`src/rtl/binary_mul_n_1_bi_if.sv`:
```
// binary_mul_n_1_bi_if: operand/result bundle for the shift-add multiplier
interface binary_mul_n_1_bi_if #(parameter int WIDTH = 8);
  logic en, start, sgn, busy, done;
  logic [WIDTH-1:0] A, B;
  logic [2*WIDTH-1:0] P;
  modport master(output en, start, sgn, A, B, input busy, done, P);
  modport slave(input en, start, sgn, A, B, output busy, done, P);
endinterface

```
`src/rtl/binary_mul_n_1_bi.sv`:
```
// binary_mul_n_1_bi: iterative shift-add multiplier, signed or unsigned, one bit per enabled cycle
module binary_mul_n_1_bi #(parameter int WIDTH = 8) (
  input logic clk,
  input logic rst_n,
  binary_mul_n_1_bi_if.slave bus
);
  typedef enum logic [1:0] {IDLE, CALC, DONE} state_t;
  localparam int CW = $clog2(WIDTH + 1);
  state_t state, state_nx;
  logic [CW-1:0] cnt;
  logic [WIDTH-1:0] ma, a_mag, b_mag;
  logic [2*WIDTH-1:0] acc, acc_nx, prod;
  logic [WIDTH:0] sum;
  logic neg, last, accept, busy_nx, done_nx;

  always_ff @(posedge clk or negedge rst_n)
    if (!rst_n) state <= IDLE;
    else if (bus.en) state <= state_nx;

  always_comb begin
    accept = state == IDLE && bus.start;
    last = cnt == CW'(WIDTH - 1);
    state_nx = accept ? CALC : (state == CALC && last) ? DONE : (state == DONE) ? IDLE : state;
  end

  always_comb begin
    busy_nx = state_nx != IDLE;
    done_nx = state == CALC && last;
  end

  // Magnitudes are multiplied; the sign is reapplied on the final iteration before P loads
  always_comb begin
    a_mag = (bus.sgn && bus.A[WIDTH-1]) ? -bus.A : bus.A;
    b_mag = (bus.sgn && bus.B[WIDTH-1]) ? -bus.B : bus.B;
    sum = {1'b0, acc[2*WIDTH-1:WIDTH]} + (acc[0] ? {1'b0, ma} : '0);
    acc_nx = {sum, acc[WIDTH-1:1]};
    prod = neg ? -acc_nx : acc_nx;
  end

  always_ff @(posedge clk or negedge rst_n)
    if (!rst_n) begin
      cnt <= '0;
      ma <= '0;
      acc <= '0;
      neg <= 1'b0;
      bus.busy <= 1'b0;
      bus.done <= 1'b0;
      bus.P <= '0;
    end else if (bus.en) begin
      bus.busy <= busy_nx;
      bus.done <= done_nx;
      if (accept) begin
        cnt <= '0;
        ma <= a_mag;
        acc <= {{WIDTH{1'b0}}, b_mag};
        neg <= bus.sgn && (bus.A[WIDTH-1] ^ bus.B[WIDTH-1]);
      end else if (state == CALC) begin
        cnt <= cnt + CW'(1);
        acc <= acc_nx;
      end
      if (done_nx) bus.P <= prod;
    end
endmodule

```
`src/flat_wrapper.sv`:
```
// flat-port wrapper written by rule: the top's interface ports become plain ports
module binary_mul_n_1_bi_flat 
#(parameter int WIDTH = 8)
  (clk, rst_n, bus_en, bus_start, bus_sgn, bus_A, bus_B, bus_busy, bus_done, bus_P);
  binary_mul_n_1_bi_if #(.WIDTH(WIDTH)) bus_i ();
  input logic clk;
  input logic rst_n;
  input wire logic [$bits(bus_i.en)-1:0] bus_en;
  input wire logic [$bits(bus_i.start)-1:0] bus_start;
  input wire logic [$bits(bus_i.sgn)-1:0] bus_sgn;
  input wire logic [$bits(bus_i.A)-1:0] bus_A;
  input wire logic [$bits(bus_i.B)-1:0] bus_B;
  output wire logic [$bits(bus_i.busy)-1:0] bus_busy;
  output wire logic [$bits(bus_i.done)-1:0] bus_done;
  output wire logic [$bits(bus_i.P)-1:0] bus_P;
  assign bus_i.en = bus_en;
  assign bus_i.start = bus_start;
  assign bus_i.sgn = bus_sgn;
  assign bus_i.A = bus_A;
  assign bus_i.B = bus_B;
  assign bus_busy = bus_i.busy;
  assign bus_done = bus_i.done;
  assign bus_P = bus_i.P;
  binary_mul_n_1_bi #(.WIDTH(WIDTH)) u_core (.clk(clk), .rst_n(rst_n), .bus(bus_i));
endmodule
```
`config.mk`:
```
export PLATFORM = sky130hd
export DESIGN_NAME = binary_mul_n_1_bi_flat
export DESIGN_NICKNAME = d
export VERILOG_FILES = /design/src/rtl/binary_mul_n_1_bi_if.sv /design/src/rtl/binary_mul_n_1_bi.sv /design/src/flat_wrapper.sv
export SDC_FILE = /design/constraint.sdc
export NUM_CORES = 1
export LEC_CHECK = 0
export ABC_AREA = 1
export BUFFER_PORTS_ARGS = -buffer_cell sky130_fd_sc_hd__buf_2
export CORE_MARGIN = 2
export CORE_UTILIZATION = 30
export CTS_CLUSTER_DIAMETER = 200
export DETAILED_ROUTE_END_ITERATION = 10
export HOLD_SLACK_MARGIN = 0.05
export PLACE_DENSITY = 0.54
export REMOVE_ABC_BUFFERS = 1
export SLEW_MARGIN = 20
export SYNTH_ARGS = -nofsm -noshare
export SYNTH_HDL_FRONTEND = slang
export SYNTH_SLANG_ARGS = --single-unit
```
`constraint.sdc`:
```
create_clock -name clk -period 2.9 [get_ports clk]
set_input_delay 0.435 -clock clk [delete_from_list [all_inputs] [get_ports clk]]
set_output_delay 0.435 -clock clk [all_outputs]
set_load 0.005 [all_outputs]
```
==> results.md, run 1 <==
- Least-Margin Pin Slew: 0.470 ns
- Register area: 0.00123 sq mm
- WS Path Type: flip-flop to flip-flop
- Critical Path RT: 3.09 ns
- Status: finished, final reports clean
- Rows: 37
- # port buffers: 38
- Post-synth EDFFs: 0
- Multi-input gate area: 0.00160 sq mm
- Total core area: 0.0102 sq mm
- Reg2reg end: u_core.bus.P[15]
- Cts bufs inserted: 5
- Residual DRC count: 0
- Worst-skew pair later-pin latency: 0.30 ns
- Final Max Slew Viols: 0
- Setup slack, reg-to-reg: 0.53 ns
- Async SR Flop Fraction: 100%
- Initial antenna violation count: 0
- Number of H-tree levels: 2
- Distinct cells, synth: 38
- CTS Root Cell: clkbuf_8
- Drt total wl: 7050 um
- Worst Path Max Fanout: 9
- Hold Worst Slack: 0.0709 ns
- Crit path to: u_core.bus.P[15]
- Layout fillers: 1093
- Yosys top cell area share: 39.3%
- Cts repair resizes: 0
- Total grt overflow: 0
- Die Y: 106 um
- Endpoints failing setup: 0
- Most used DFF post-synth: dfrtp_1
- RSZ-0062 raised after global routing: no
- CP arrival: 2.56 ns
- Post-DP HPWL: 5400 um
- Wire per inst: 12.1 um
- Dpl ws: 0.530 ns
- Routed Antenna Nets: 0
- DIE AREA: 0.0112 sq mm
- Area delta synth->final: 13.2%
- Yosys warnings: 0
- Setup WS post-layout: 0.529 ns
- Starting DRT DRC Count: 103
- R2R cell count: 14
- Die X: 106 um
- LEAKAGE: 0.00183 uW
- Post-route cell area: 0.00353 sq mm
- Setup TNS: 0 ns
- Post-CTS Setup Inserts: 0
- Final nets: 477
- Fmax: 0.422 GHz
- Initial core utilization: 30.5%
- Largest area contributor in the netlist: dfrtp_1
- Max_slew headroom: 68.4%
- Via count: 2630
- Layout cells sized above 1: 17.3%
- CP Launch Type: flip-flop
- Placed instance area: 0.00344 sq mm
- CTS tree: yes
- Top post-synthesis cells by area: dfrtp_1, nand2_1, inv_1
- Tcrit/Tclk final: 81.8%
- Max cap viols: 0
- Worst R2R Start: u_core.acc[0]
- Minimum clock period: 2.37 ns
- Via density: 4.53
- Seq/Total Area, Yosys: 39.3%
- Hold WC Path Type: input port to asynchronous set/reset pin
- Total track usage: 14.0%
- RePlAce Congestion: 0.780
- DRT Pass-1 Iters: 4
- First-pass GRT wire length: 12800 um
- P per Cell Area: 987 mW/mm^2
- Hold buffers post-CTS: 0
- Utilization after layout: 34.5%
- Crit end category: flip-flop
- Cells after synthesis: 407
- Longest Clk Path Bufs: 2
- Synth Cell Area: 0.00312 sq mm
- Largest net degree at the start of global routing: 32
- Clock skew: 0.0110 ns
- Yosys reg bits: 49
- Boundary Pins: 39
- Crit path from: u_core.acc[0]
- Vias in the first global route: 2701
- Ant. Diodes: 0
- Mean Syn Cell Area: 7.67 sq um
- VDD IR max: 294 uV
- # clock sinks: 49
- Clock transition at path regs: 0.10 ns
- Final-report hold violation count: 0
[Yosys cell counts (6+ instances only)]
master and instances:
nand2_1 108, inv_1 56, dfrtp_1 49, o21ai_0 38, nor2_1 19, nand3_1 17, a21oi_1 13, xor2_1 13
ha_1 12, o21ai_1 10, nor3_1 8, buf_2 7, inv_2 6
[state kept, by name, indices dropped and copies added, names as in the netlist]
signal           cells
u_core.bus.done      1
u_core.state         2
u_core.ma            8
u_core.acc          16
u_core.cnt           4
u_core.bus.P        16
u_core.neg           1
u_core.bus.busy      1
[critical path: stages (launching register included)]
cell	delay, ns
dfrtp_1	0.48
nand2_1	0.09
inv_1	0.04
ha_1	0.20
fa_1	0.51
nor2_2	0.20
nand3_4	0.11
nor2_4	0.13
nand3_2	0.09
nor2_2	0.12
nand2_1	0.08
nand2_1	0.06
nand2_1	0.05
nand3_1	0.06
nand2_1	0.05
[placed cells by master, fill, tap and decap left out, drive strengths merged, types with 4 or more instances in the layout]
cell	synthesis	layout
inv	63	64
o21ai	48	48
dfrtp	49	49
clkbuf	2	6
a21oi	13	13
xor2	13	13
ha	12	12
nor3	8	8
o211ai	4	4
nand2	115	115
buf	8	39
nor2	28	28
nand3	23	23
[area by class of cell]
| type | count | share of cell area, % |
|---|---|---|
| clock inverters | 2 | 0.460 |
| clock buffers | 6 | 2.34 |
| repair buffers | 39 | 5.59 |
| inverters | 63 | 6.76 |
| flip-flops and latches | 49 | 34.7 |
| multi-input cells | 285 | 45.3 |
| well taps | 136 | 4.81 |
[worst min path at each step]
stage          cells past startpoint  slack (ns)  startpoint               to
6_report                           1        0.07       rst_n  u_core.bus.busy
5_1_grt                            1        0.09       rst_n     u_core.ma[5]
4_1_cts                            1        0.08       rst_n  u_core.bus.busy
3_5_place_dp                       1        0.42       rst_n   u_core.acc[10]
3_3_place_gp                       1        0.42       rst_n   u_core.acc[10]
2_1_floorplan                      0        0.14       rst_n    u_core.acc[0]
[cell families after synthesis]
| kind of cell | Yosys count | synth area share (%) |
|---|---|---|
| and+or+nand+nor | 179 | 27.7 |
| DFF | 49 | 39.3 |
| buffers and inverters | 73 | 9.38 |
| adders and majority gates | 13 | 5.45 |
| AOI/OAI and AO/OA | 78 | 14.0 |
| xor gates and xnor gates | 15 | 4.21 |
[layer usage]
| metal | vias up | global-route usage [%] | routed length, um |
|---|---|---|---|
| met5 | - | 0 | 0 |
| met4 | 0 | 3.67 | 100 |
| met3 | 6 | 2.15 | 210 |
| met2 | 34 | 23.4 | 3190 |
| met1 | 1212 | 18.9 | 3550 |
| li1 | 1378 | - | - |
[per-stage QoR]
stage / power [uW] / std cells
2_1_floorplan: 2560 / 397
3_3_place_gp: 3050 / 572
3_5_place_dp: 3080 / 572
4_1_cts: 3540 / 580
5_1_grt: 3910 / 580
6_report: 3490 / 580
[power breakdown]
group / total [uW] / internal, uW / switching, uW
clock network: 441 / 197 / 244
logic: 1850 / 682 / 1160
registers: 1200 / 978 / 226
total: 3490 / 1860 / 1630
Power figures use the tool's default switching activity.
==> run 2: changes to the inputs <==
==> constraint.sdc (replaced) <==
create_clock -name clk -period 2.4 [get_ports clk]
set_input_delay 0.36 -clock clk [delete_from_list [all_inputs] [get_ports clk]]
set_output_delay 0.36 -clock clk [all_outputs]
set_load 0.005 [all_outputs]
==> results.md, run 2 (synthesis results as in run 1) <==
- Least-Margin Pin Slew: 0.582 ns
- Largest regs: u_core.acc x16, u_core.bus.P x16, u_core.ma x8
- Max_slew headroom: 61.2%
- Die X: 106 um
- Hold Worst Slack: 0.0465 ns
- Multi-input gate area: 0.00160 sq mm
- Residual DRC count: 0
- Final nets: 479
- Area delta synth->final: 14.4%
- Ant. Diodes: 0
- Hold buffers post-CTS: 0
- Drt total wl: 7080 um
- Worst-skew pair later-pin latency: 0.30 ns
- Layout cells sized above 1: 17.5%
- First-pass GRT wire length: 12800 um
- Wire per inst: 12.2 um
- Endpoints failing setup: 0
- Post-DP HPWL: 5460 um
- Boundary Pins: 39
- Largest net degree at the start of global routing: 28
- Critical Path RT: 2.60 ns
- Cts repair resizes: 0
- Routed Antenna Nets: 0
- VDD IR max: 426 uV
- Vias in the first global route: 2665
- Max cap viols: 0
- CTS Root Cell: clkbuf_8
- Placed instance area: 0.00346 sq mm
- Via count: 2667
- Fmax: 0.459 GHz
- RSZ-0062 raised after global routing: no
- R2R cell count: 14
- Crit end category: flip-flop
- Starting DRT DRC Count: 91
- Final Max Slew Viols: 0
- Total power: 4330 uW
- LEAKAGE: 0.00185 uW
- Final-report hold violation count: 0
- RePlAce Congestion: 0.795
- Via density: 4.59
- DRT Pass-1 Iters: 5
- Longest Clk Path Bufs: 2
- Cts bufs inserted: 5
- DIE AREA: 0.0112 sq mm
- Total core area: 0.0102 sq mm
- Commonest non-fill, non-tap cell in the layout: nand2_1
- Clock transition at path regs: 0.10 ns
- Register area: 0.00123 sq mm
- Clock skew: 0.00863 ns
- Status: finished, final reports clean
- CP Launch Type: flip-flop
- # port buffers: 38
- Setup TNS: 0 ns
- Commonest non-fill, non-tap cells in the layout: nand2_1, inv_1, dfrtp_1
- Post-route cell area: 0.00357 sq mm
- CP arrival: 2.38 ns
- Worst Path Max Fanout: 3
- # clock sinks: 49
- P per Cell Area: 1210 mW/mm^2
- Total grt overflow: 0
- Minimum clock period: 2.18 ns
- Hold WC Path Type: input port to asynchronous set/reset pin
- Layout fillers: 1094
- Tcrit/Tclk final: 90.8%
- Die Y: 106 um
- Number of H-tree levels: 2
- Utilization after layout: 34.9%
- Rows: 37
- Post-CTS Setup Inserts: 0
- WS Path Type: flip-flop to flip-flop
- Total track usage: 13.8%
- CTS tree: yes
- Initial core utilization: 30.5%
- Initial antenna violation count: 0
==> run 2: cell count changes in the layout (fill, tap and decap cells not counted) <==
cell	delta
bufinv_16	+1
clkbuf_8	-1
clkinvlp_4	-1
buf_4	+1
buf_12	+1
==> run 2: final cells by class <==
| class | count | area share [%] |
|---|---|---|
| Multi-Input combinational cell | 285 | 44.9 |
| Sequential cell | 49 | 34.3 |
| Inverter | 63 | 6.69 |
| Timing Repair Buffer | 41 | 6.31 |
| Tap cell | 136 | 4.77 |
| Clock buffer | 5 | 1.93 |
| Clock inverter | 2 | 1.09 |
==> run 2: worst paths after layout <==
kind                                          to  slack (ns)             start
worst max-delay path            u_core.bus.P[15]        0.22      u_core.ma[0]
min in group clk                      u_core.neg        0.35          bus_B[7]
worst min-delay path                u_core.ma[4]        0.05             rst_n
worst max register to register  u_core.bus.P[15]        0.22      u_core.ma[0]
worst min register to register  u_core.bus.P[14]        0.48  u_core.bus.P[14]
max in group asynchronous        u_core.bus.P[7]        1.81             rst_n
==> run 2: per-stage QoR <==
step / std cells / worst slack (ns)
2_1_floorplan: 397 / 0.207
3_3_place_gp: 574 / 0.240
3_5_place_dp: 574 / 0.222
4_1_cts: 581 / 0.193
5_1_grt: 581 / 0.0183
6_report: 581 / 0.221
==> run 2: report_power, final <==
group          switching [uW]  total, uW  internal (uW)  leakage [uW]
clock                     298        608            310     0.0000546
combinational            1430       2290            857       0.00118
sequential                253       1430           1180      0.000621
total                    1980       4330           2350       0.00185
==> run 2: critical path, cell delays in order (launching register included) <==
cell and delay [ns]:
dfrtp_1 0.39, nand2_1 0.07, inv_1 0.04, ha_1 0.21, fa_1 0.48, nor2_2 0.16, nand3_4 0.11, nor2_4 0.13
nand3_2 0.08, nor2_2 0.12, nand2_1 0.09, nand2_1 0.07, nand2_1 0.05, nand3_1 0.06, nand2_1 0.05
==> run 2: layer usage <==
metal	part of all wire (%)	global-route usage [%]
met1	51	19.6
met2	46	22.6
met3	2.6	2.08
met4	0.54	2.35
met5	0	0
==> run 3: changes to the inputs <==
==> constraint.sdc (replaced) <==
create_clock -name clk -period 2.4 [get_ports clk]
set_input_delay 0.12 -clock clk [delete_from_list [all_inputs] [get_ports clk]]
set_output_delay 0.12 -clock clk [all_outputs]
set_load 0.005 [all_outputs]
==> results.md, run 3 (synthesis results as in run 1) <==
- RePlAce Congestion: 0.789
- Sw Pwr: 1960 uW
- Area delta synth->final: 14.8%
- Least-Margin Pin Slew: 0.453 ns
- CP Launch Type: flip-flop
- Via count: 2615
- Worst Path Max Fanout: 3
- Status: finished, final reports clean
- Clock skew: 0.00687 ns
- Initial antenna violation count: 0
- Post-DP HPWL: 5360 um
- WS Path Type: flip-flop to flip-flop
- Reg2reg end: u_core.bus.P[14]
- DRT Pass-1 Iters: 4
- Minimum clock period: 2.19 ns
- Total core area: 0.0102 sq mm
- Worst-skew pair later-pin latency: 0.31 ns
- First-pass GRT wire length: 12700 um
- Total track usage: 14.0%
- Commonest non-fill, non-tap cell in the layout: nand2_1
- Crit path from: u_core.acc[0]
- Peak per-stage delay on the critical path: 0.48 ns
- Final-report hold violation count: 0
- Multi-input gate area: 0.00160 sq mm
- Int Power: 2350 uW
- Sw Ratio: 45.5%
- Largest net degree at the start of global routing: 50
- Worst R2R Start: u_core.acc[0]
- Top cell by count, worst path: nand2_1
- RSZ-0062 raised after global routing: no
- Clock Power Share: 13.9%
- Longest Clk Path Bufs: 2
- Layout cells sized above 1: 17.4%
- CP arrival: 2.39 ns
- CTS Root Cell: clkbuf_8
- VDD IR max: 339 uV
- Initial core utilization: 30.5%
- Ant. Diodes: 0
- Vias in the first global route: 2679
- Hold WC Path Type: input port to flip-flop
- R2R cell count: 14
- Slowest-stage cell, CP: fa_1
- Drt total wl: 7050 um
- Comb pwr share: 52.7%
- Fmax: 0.457 GHz
- Utilization after layout: 35.0%
- Largest regs: u_core.acc x16, u_core.bus.P x16, u_core.ma x8
- Number of H-tree levels: 2
- Starting DRT DRC Count: 96
- Die X: 106 um
- Total grt overflow: 0
- Commonest non-fill, non-tap cells in the layout: nand2_1, inv_1, dfrtp_1
- Cts bufs inserted: 5
- Hold Worst Slack: 0.108 ns
- Layout fillers: 1089
- Final Max Slew Viols: 0
- # port buffers: 38
- Setup slack, reg-to-reg: 0.21 ns
- # clock sinks: 49
- CTS tree: yes
- Part of the power in registers: 33.3%
- LEAKAGE: 0.00186 uW
- Cts repair resizes: 0
- Die Y: 106 um
- Crit end category: flip-flop
- Setup TNS: 0 ns
- Routed Antenna Nets: 0
- Final nets: 480
- Placed instance area: 0.00346 sq mm
- Max cap viols: 0
- Register area: 0.00123 sq mm
- Endpoints failing setup: 0
- Rows: 37
- Wire per inst: 12.1 um
- Residual DRC count: 0
- Ordered cell list for the critical path: nand2_1 > inv_1 > ha_1 > fa_1 > nor2_2 > nand3_4 > nor2_4 > nand2_1 > nor2_4 > nand3_2 > nand2_1 > nand2_1 > nand3_1 > nand2_1
- Clock transition at path regs: 0.09 ns
- Crit path to: u_core.bus.P[14]
- Max_slew headroom: 69.5%
- DIE AREA: 0.0112 sq mm
- Tcrit/Tclk final: 91.2%
- P per Cell Area: 1200 mW/mm^2
- Via density: 4.49
- Boundary Pins: 39
- Total power: 4310 uW
- Post-route cell area: 0.00358 sq mm
- Critical Path RT: 2.60 ns
-- run 3: final cells by class --
cell class / instances / share of cell area (%)
clock inverters: 2 / 1.08
well taps: 136 / 4.75
multi-input cells: 285 / 44.7
clock buffers: 6 / 2.02
flip-flops and latches: 49 / 34.2
inverters: 63 / 6.67
repair buffers: 42 / 6.56
-- run 3: how the worst min path moves through the flow --
stage                   from  cells after the start              to
finish              bus_B[7]                      3      u_core.neg
global route        bus_A[7]                      3    u_core.ma[7]
CTS                 bus_B[7]                      3      u_core.neg
detailed placement     rst_n                      2  u_core.acc[14]
global placement       rst_n                      2  u_core.acc[14]
floorplan              rst_n                      0   u_core.acc[0]
-- run 3: through the flow --
| step | setup slack, ns | instances |
|---|---|---|
| 2_1_floorplan | 0.207 | 397 |
| 3_3_place_gp | 0.239 | 574 |
| 3_5_place_dp | 0.213 | 574 |
| 4_1_cts | 0.196 | 583 |
| 5_1_grt | 0.00313 | 583 |
| 6_report | 0.212 | 583 |
-- run 3: layer usage --
layer	track usage, %	wire [um]	up-vias
li1	-	-	1384
met1	18.5	3420	1194
met2	24.0	3360	32
met3	2.02	172	5
met4	3.95	97	0
met5	0	0	-
-- run 3: what timing repair did --
item	CTS	global route
setup buffers	0	0
hold buffers	1	0
endpoints found under the hold margin	49	0
-- run 3: critical path, delay by kind of cell (launching register included) --
kind / cells / cell delay (ns)
and+or+nand+nor: 11 / 0.96
adders and majority gates: 2 / 0.69
buffers and inverters: 1 / 0.04
DFF: 1 / 0.39
-- run 3: power groups by stage --
stage / clock [uW] / sequential [uW] / combinational (uW)
2_1_floorplan: 0 / 1410 / 1680
5_1_grt: 657 / 1490 / 2670
4_1_cts: 632 / 1440 / 2330
6_report: 601 / 1440 / 2270
3_3_place_gp: 0 / 1450 / 2290
3_5_place_dp: 0 / 1450 / 2320
